===== src/rtl/rect_fill.sv =====
// rect_fill: accepts one rectangle command at a time and turns it into a
// raster-ordered burst of single-pixel framebuffer writes, one per cycle.
// Geometry is clipped to the panel, so addresses never leave the framebuffer.
//
// Command handshake: a command is taken on a rising clock edge where
// cmd_valid && cmd_ready. cmd_ready is high only while idle, and every cmd_*
// field is captured on that edge. cmd_valid while busy is ignored, not queued.
// The write side has no backpressure: each cycle with we=1 is one pixel written.
module rect_fill #(
  parameter int WIDTH  = 32,
  parameter int HEIGHT = 16,
  parameter int ADDR_W = 16,
  parameter int DATA_W = 16
) (
  input  logic              clock,
  input  logic              reset_n,
  input  logic              cmd_valid,
  output logic              cmd_ready,
  input  logic              cmd_clear,
  input  logic [6:0]        cmd_x,
  input  logic [4:0]        cmd_y,
  input  logic [6:0]        cmd_w,
  input  logic [4:0]        cmd_h,
  input  logic [DATA_W-1:0] cmd_color,
  output logic [ADDR_W-1:0] write_address,
  output logic [DATA_W-1:0] write_value,
  output logic              we,
  output logic              busy,
  output logic              done,
  output logic [1:0]        dbg_state
);

  localparam logic [1:0] S_IDLE  = 2'd0;
  localparam logic [1:0] S_SETUP = 2'd1;
  localparam logic [1:0] S_WRITE = 2'd2;
  localparam logic [1:0] S_DONE  = 2'd3;

  // Panel limits at the widths of the clipped bound sums.
  localparam logic [7:0] WIDTH_L  = 8'(WIDTH);
  localparam logic [5:0] HEIGHT_L = 6'(HEIGHT);

  logic [1:0]        r_state;
  logic              r_clear;
  logic [6:0]        r_x;
  logic [4:0]        r_y;
  logic [6:0]        r_w;
  logic [4:0]        r_h;
  logic [DATA_W-1:0] r_color;
  logic [6:0]        r_x0;
  logic [7:0]        r_x_end;
  logic [5:0]        r_y_end;
  logic [6:0]        r_col;
  logic [4:0]        r_row;

  logic [7:0]        w_sum_x;
  logic [5:0]        w_sum_y;
  logic [6:0]        w_set_x0;
  logic [4:0]        w_set_y0;
  logic [7:0]        w_set_x_end;
  logic [5:0]        w_set_y_end;
  logic              w_set_empty;
  logic              w_at_row_end;
  logic              w_at_last;
  logic [6:0]        w_next_col;
  logic [4:0]        w_next_row;
  logic [6:0]        w_addr_col;
  logic [4:0]        w_addr_row;
  logic [ADDR_W-1:0] w_addr;

  assign dbg_state = r_state;

  // Clipped bounds from the captured command, plus cursor stepping and address.
  always_comb begin
    w_sum_x = {1'b0, r_x} + {1'b0, r_w};
    w_sum_y = {1'b0, r_y} + {1'b0, r_h};
    if (r_clear) begin
      w_set_x0    = 7'd0;
      w_set_y0    = 5'd0;
      w_set_x_end = WIDTH_L;
      w_set_y_end = HEIGHT_L;
      w_set_empty = 1'b0;
    end else begin
      w_set_x0    = r_x;
      w_set_y0    = r_y;
      w_set_x_end = (w_sum_x > WIDTH_L) ? WIDTH_L : w_sum_x;
      w_set_y_end = (w_sum_y > HEIGHT_L) ? HEIGHT_L : w_sum_y;
      // An origin off-panel or a zero dimension leaves nothing to draw.
      w_set_empty = ({1'b0, r_x} >= WIDTH_L) || ({1'b0, r_y} >= HEIGHT_L) ||
                    (r_w == 7'd0) || (r_h == 5'd0);
    end

    w_at_row_end = ({1'b0, r_col} == (r_x_end - 8'd1));
    w_at_last    = w_at_row_end && ({1'b0, r_row} == (r_y_end - 6'd1));
    w_next_col   = w_at_row_end ? r_x0 : (r_col + 7'd1);
    w_next_row   = w_at_row_end ? (r_row + 5'd1) : r_row;

    // In SETUP the address is for the first pixel; in WRITE it is for the next.
    if (r_state == S_SETUP) begin
      w_addr_col = w_set_x0;
      w_addr_row = w_set_y0;
    end else begin
      w_addr_col = w_next_col;
      w_addr_row = w_next_row;
    end
    w_addr = ADDR_W'(w_addr_row) * ADDR_W'(WIDTH) + ADDR_W'(w_addr_col);
  end

  // Command FSM with registered outputs; the cursor tracks the pixel on the bus.
  always_ff @(posedge clock or negedge reset_n) begin
    if (!reset_n) begin
      r_state       <= S_IDLE;
      r_clear       <= 1'b0;
      r_x           <= '0;
      r_y           <= '0;
      r_w           <= '0;
      r_h           <= '0;
      r_color       <= '0;
      r_x0          <= '0;
      r_x_end       <= '0;
      r_y_end       <= '0;
      r_col         <= '0;
      r_row         <= '0;
      cmd_ready     <= 1'b1;
      we            <= 1'b0;
      write_address <= '0;
      write_value   <= '0;
      busy          <= 1'b0;
      done          <= 1'b0;
    end else begin
      case (r_state)
        S_IDLE: begin
          if (cmd_valid && cmd_ready) begin
            r_clear   <= cmd_clear;
            r_x       <= cmd_x;
            r_y       <= cmd_y;
            r_w       <= cmd_w;
            r_h       <= cmd_h;
            r_color   <= cmd_color;
            cmd_ready <= 1'b0;
            busy      <= 1'b1;
            r_state   <= S_SETUP;
          end
        end
        S_SETUP: begin
          if (w_set_empty) begin
            done    <= 1'b1;
            r_state <= S_DONE;
          end else begin
            r_x0          <= w_set_x0;
            r_x_end       <= w_set_x_end;
            r_y_end       <= w_set_y_end;
            r_col         <= w_set_x0;
            r_row         <= w_set_y0;
            we            <= 1'b1;
            write_address <= w_addr;
            write_value   <= r_color;
            r_state       <= S_WRITE;
          end
        end
        S_WRITE: begin
          if (w_at_last) begin
            // Address and value hold the last pixel while we is low.
            we      <= 1'b0;
            done    <= 1'b1;
            r_state <= S_DONE;
          end else begin
            r_col         <= w_next_col;
            r_row         <= w_next_row;
            write_address <= w_addr;
          end
        end
        S_DONE: begin
          done      <= 1'b0;
          busy      <= 1'b0;
          cmd_ready <= 1'b1;
          r_state   <= S_IDLE;
        end
        default: begin
          we        <= 1'b0;
          done      <= 1'b0;
          busy      <= 1'b0;
          cmd_ready <= 1'b1;
          r_state   <= S_IDLE;
        end
      endcase
    end
  end

endmodule


===== config.mk =====
export PLATFORM = sky130hd
export DESIGN_NAME = rect_fill
export DESIGN_NICKNAME = d
export VERILOG_FILES = /design/src/rtl/rect_fill.sv
export SDC_FILE = /design/constraint.sdc
export NUM_CORES = 1
export LEC_CHECK = 0
export ABC_CLOCK_PERIOD_IN_PS = 4100
export BUFFER_PORTS_ARGS = -buffer_cell sky130_fd_sc_hd__buf_2
export CAP_MARGIN = 20
export CELL_PAD_IN_SITES_DETAIL_PLACEMENT = 1
export CELL_PAD_IN_SITES_GLOBAL_PLACEMENT = 2
export CORE_MARGIN = 2
export CORE_UTILIZATION = 34
export CTS_CLUSTER_DIAMETER = 80
export DETAILED_ROUTE_END_ITERATION = 10
export PLACE_DENSITY_LB_ADDON = 0.1
export REMOVE_ABC_BUFFERS = 1
export SLEW_MARGIN = 20
export SYNTH_ARGS = -nofsm -noshare
export SYNTH_HDL_FRONTEND = slang
export SYNTH_SLANG_ARGS = --single-unit

===== constraint.sdc =====
create_clock -name clock -period 4.1 [get_ports clock]
set_input_delay 1.025 -clock clock [delete_from_list [all_inputs] [get_ports clock]]
set_output_delay 1.025 -clock clock [all_outputs]
set_load 0.05 [all_outputs]

* Word-level counts from Yosys, hierarchy flattened *
Cells that the tools add are included.

word-level totals
  output and inout port bits = 38
  input bits = 44
  bits in registers = 112
  logic and storage cells = 92

operators by class
  equal/unequal tests = 10
  bitwise operators = 1
  reductions and logical operators = 18
  order comparisons = 4
  $add $sub $neg = 7
  multiplexer cells = 34

operators with widths
  kind                                                  number
  2-to-1 mux 7 bit                                      5
  2-to-1 mux 16 bit                                     2
  case mux 16 bit (2 select lines)                      1
  2-to-1 mux 5 bit                                      5
  2-to-1 mux 8 bit                                      2
  case mux 7 bit (2 select lines)                       1
  2-to-1 mux 6 bit                                      2
  adder 10 x 7 -> 11 bit                                1
  inequality test 2 bit (second input constant)         5
  case mux 5 bit (2 select lines)                       1
  AND reduction 3 bit                                   3
  adder 7 x 7 -> 8 bit                                  1
  == test 7 x 8 -> 1 bit                                1
  > comparator 8 x 6 -> 1 bit (second input constant)   1
  2-to-1 mux 1 bit                                      8
  case mux 2 bit (4 select lines)                       1
  AND reduction 2 bit                                   4
  subtractor 8 x 1 -> 8 bit (second input constant)     1
  adder 7 x 1 -> 7 bit (second input constant)          1
  >= comparator 7 x 6 -> 1 bit (second input constant)  1
  logical NOT 7 bit                                     1
  adder 5 x 5 -> 6 bit                                  1
  == test 5 x 6 -> 1 bit                                1
  > comparator 6 x 5 -> 1 bit (second input constant)   1
  15 further kinds                                      23

* Longest topological paths before layout *
  word-level depth = 7
  depth in mapped cells = 16
  gate-level depth less buffers = 14

* Worst setup path after synthesis *
Ideal clock, no wire load.

  kind = register to register
  start point = register r_x_end[2]
  end point = register write_address[8]
  period minus slack after synthesis = 4.023 ns
  stages on the path, launching flop included = 15
  path buffers = 2
  arrival = 3.899 ns
  required time = 3.975 ns
  setup slack = 0.077 ns
  setup time = 0.125 ns
  cells stage by stage = dfrtp_1 -> or4_4 -> or4b_1 -> a211o_1 -> a211oi_1 -> buf_2 -> buf_2 -> nand2_1 -> o21a_1 -> o21ai_0 -> ha_1 -> a21o_1 -> and2_1 -> xnor2_1 -> mux2_2

on the way
  cells in the longest elaborated chain, start to end = 7
  elaborated cells between the ends (all ways) = 13
  those cells by class = 2 x add/sub; 2 x eq/ne; 7 x mux; 2 x reduce/logical

RTL lines
  item                                                         RTL line  RTL
  start: declaration                                           50        logic [7:0] r_x_end;
  start signal: assignment                                     150       r_x_end <= w_set_x_end;
  subtractor 8 x 1 -> 8 bit *                                  92        w_at_row_end = ({1'b0, r_col} == (r_x_end - 8'd1));
  == test 7 x 8 -> 1 bit *                                     92
  2-to-1 mux 5 bit / 2-to-1 mux 7 bit (equally long branches)  95, 94
  2-to-1 mux 5 bit / 2-to-1 mux 7 bit (equally long branches)  98        if (r_state == S_SETUP) begin
  adder 10 x 7 -> 11 bit                                       105       w_addr = ADDR_W'(w_addr_row) * ADDR_W'(WIDTH) + ADDR_W'(w_addr_col);
  2-to-1 mux 16 bit, on equally long branches                  161, 145
  case mux 16 bit (2 select lines)                             130       case (r_state)
  end signal: assignment                                       155       write_address <= w_addr;
  end signal: assignment                                       169       write_address <= w_addr;
  end: declaration                                             25        output logic [ADDR_W-1:0] write_address,

Every way passes the cells marked *; elsewhere a longest branch is shown, timed or not. The select of a mux whose other input is x is not followed.
A chain may end at the register's enable or synchronous reset.

* Worst setup path after layout *
  start point = register r_x_end[2]
  end point = register write_address[7]

The elaborated chain is that of the path after synthesis.

==> flow_metrics.tcl <==
set metrics [dict create \
    antenna_found_initial 1 \
    die_h_um 133 \
    die_w_um 133 \
    clockRootBuffer "clkbuf_16" \
    yosysTopAreaCell "dfrtp_1" \
    dieArea_um2 17800 \
    antenna_left 0 \
    power_density_nw_per_um2 305 \
    cp-end-kind "flip-flop" \
    post-place-ws_ns 0.0897 \
    synthDistinctLibCells 60 \
    grt_usage_pct 16.8 \
    cts_tree "done" \
    setup_ws_ns 0.216 \
    maxCapViolCount 0 \
    final_util_pct 40.3 \
    max_freq_ghz 0.257 \
    initial_utilization_pct 34.6 \
    synthArstFlopShare_pct 100 \
    synth_top_family_by_area "multiplexers" \
    via_count 4128 \
    slew_headroom_pct 55.1 \
    cts_max_path_buffers 2 \
    cts_made_buffers 9 \
    synth-edff-count 0 \
    final.setup.tns_ns 0 \
    layout_common_cells "dfrtp_1, buf_2, mux2_2" \
    cts_setup_buffers 0 \
    worstPathRequired_ns 4.34 \
    timing.final.crit_share_pct 94.7 \
    multi_input_area_um2 2820 \
    ys_ff_latch 107 \
    overflow 0 \
    place.port_buffers 76 \
    synth_compound_area_share_pct 12.9 \
    num_rows 47 \
    area_growth_pct 16.7 \
    viasPerCell 5.07 \
    clkPwrFrac_pct 45.4 \
    syn-instance-count 519 \
    drt_wl_total_mm 14.1 \
    synth-adder-area-share_pct 5.89 \
    firstDrtPassIters 4 \
    switching_share_pct 23.2 \
    post-route-drc-count 0 \
    layout_commonest_cell "dfrtp_1" \
    ff2ff_path_depth 11 \
    synth_flop_cell "dfrtp_1" \
    finalWeightedCongestion 0.788 \
    ir_drop_uv 229 \
    hpwl_mm 10.4 \
    core_region_area_um2 16500 \
    synth_area_um2 5690 \
    min_period_ns 3.88 \
    antenna_cells 0 \
    clkTransAtPathRegs_ns 0.08 \
    whs_path_depth 2 \
    grt_first_pass_wirelength_mm 23.6 \
    synth_area_leaders "dfrtp_1, mux2_2, ha_1" \
    synth_simple_gate_area_share_pct 9.94 \
    critPathKind "reg2reg" \
    outcome "complete, no violations" \
    fin_skew_ns 0.00792 \
    grt_setup_unrepaired "false" \
    setup_violations 0 \
    synth_top_area_share_pct 46.6 \
    synth.mux.area_fraction_pct 15.4 \
    worst_setup_path_start_kind "flip-flop" \
    grt_max_degree 62 \
    syn_avg_cell_area_um2 11.0 \
    p_sw_mw 0.471 \
    p_total_mw 2.03 \
    final_area_um2 6640 \
    drive_above_1_share_pct 30.4 \
    finalHoldViolations 0 \
    nFillCells 1852 \
    maxSlewViolCount 0 \
    combPwrFrac_pct 2.6 \
    tightest_slew_ns 0.674 \
    critPathMaxFanout 7 \
    yosysSeqAreaShare_pct 47.1 \
    grt_pass1_vias 4503 \
    worstPathArrival_ns 4.13 \
    worstHoldPathType "reg2reg" \
    wire_per_inst_um 17.4 \
    clock-sinks 107 \
    p_leak_nw 3.39 \
    ctsHtreeMaxLevel 3 \
    drtIter0Drc 141 \
    pin_count 82 \
    pwr-share-seq_pct 52.0 \
    ys_warn_count 0 \
    regArea_um2 2680 \
    clock_latency_ns 0.35 \
    nets 659 \
    placed_area_um2 6330 \
    p_int_mw 1.56 \
    synth_xor_xnor_area_share_pct 4.77 \
    ff2ff_setup_slack_ns 0.22 \
]
[layer usage]
metal  vias to the layer above  share of wire [%]  track usage, %
met5                         -               0.11               0
met4                         2                1.5            5.26
met3                        19                4.5            3.92
met2                        63                 47            27.6
met1                      2070                 47            22.2
li1                       1974                  -               -
[area by class of cell]
cell class              instances  share of cell area (%)
clock buffers                   9                    3.39
clock inverters                 7                    1.22
repair buffers                 85                    7.16
inverters                      23                    1.30
flip-flops and latches        107                    40.3
well taps                     220                    4.15
multi-input cells             364                    42.4
[worst max-delay path, cell delays in order (launching register included)]
cell      delay (ns)
dfrtp_1         0.43
or4_4           0.56
or4b_1          0.52
a211o_1         0.36
a211o_1         0.44
a21boi_0        0.20
o21ai_0         0.10
ha_1            0.24
fa_1            0.44
a21oi_1         0.14
a22oi_1         0.07
mux2_2          0.27
[power groups by stage]
stage	logic [mW]	registers (mW)	clock network (mW)
floorplan	0.0105	1.08	0
CTS	0.0561	1.05	0.953
finish	0.0536	1.05	0.920
global route	0.0605	1.05	0.990
detailed placement	0.0561	1.08	0
global placement	0.0547	1.08	0
[flip-flops by register name (all words and copies together), names as in the netlist]
signal and count:
busy 1, cmd_ready 1, dbg_state 2, done 1
r_clear 1, r_col 7, r_color 16, r_h 5
r_row 5, r_w 7, r_x 7, r_x0 7
r_x_end 8, r_y 5, r_y_end 6, we 1
write_address 11, write_value 16
[path summary, 6_finish.rpt]
check / start / end
max: r_x_end[2]$_DFFE_PN0P_ / write_address[7]$_DFFE_PN0P_
min: cmd_ready$_DFFE_PN1P_ / cmd_ready$_DFFE_PN1P_
max reg2reg: r_x_end[2]$_DFFE_PN0P_ / write_address[7]$_DFFE_PN0P_
min reg2reg: cmd_ready$_DFFE_PN1P_ / cmd_ready$_DFFE_PN1P_
max in group asynchronous: reset_n / r_x[4]$_DFFE_PN0P_
min in group asynchronous: reset_n / r_x_end[5]$_DFFE_PN0P_
[kinds of logic after synthesis]
family	count (synthesis)
flops	107
fa+ha+maj	25
buf+inv	52
compound gates	114
xor+xnor	31
other cells	1
simple gates	111
mux	78
[Yosys cell counts, types with 3 or more instances]
| cell | count |
|---|---|
| xor2_1 | 10 |
| nand2b_1 | 5 |
| mux2i_1 | 7 |
| nor3_1 | 8 |
| o31ai_1 | 3 |
| nand3b_1 | 3 |
| nand2_1 | 31 |
| dfrtp_1 | 106 |
| o21ai_0 | 34 |
| buf_2 | 6 |
| nand3_1 | 9 |
| ha_1 | 22 |
| o21bai_1 | 3 |
| xnor2_1 | 21 |
| a21oi_1 | 30 |
| a22oi_1 | 3 |
| mux2_2 | 69 |
| and2_1 | 7 |
| clkbuf_1 | 13 |
| nor2b_1 | 3 |
| buf_4 | 5 |
| and3_1 | 8 |
| inv_1 | 23 |
| fa_1 | 3 |
| a21o_1 | 6 |
| buf_1 | 4 |
| a21boi_0 | 3 |
| nor2_1 | 24 |
| a22o_1 | 10 |
[repair_timing]
| action | in CTS | in global routing |
|---|---|---|
| hold buffers | 0 | 0 |
| endpoints found under the setup margin | 0 | 1 |
| endpoints found under the hold margin | 0 | 0 |
| resized for setup | 0 | 1 |
[through the flow]
stage | cells | hold WS (ns)
after global placement | 799 | 0.460
after global routing | 815 | 0.519
after CTS | 815 | 0.505
after floorplan | 494 | 0.453
final | 815 | 0.505
after detailed placement | 799 | 0.485
Note: power is estimated with default switching activity, not from simulation.
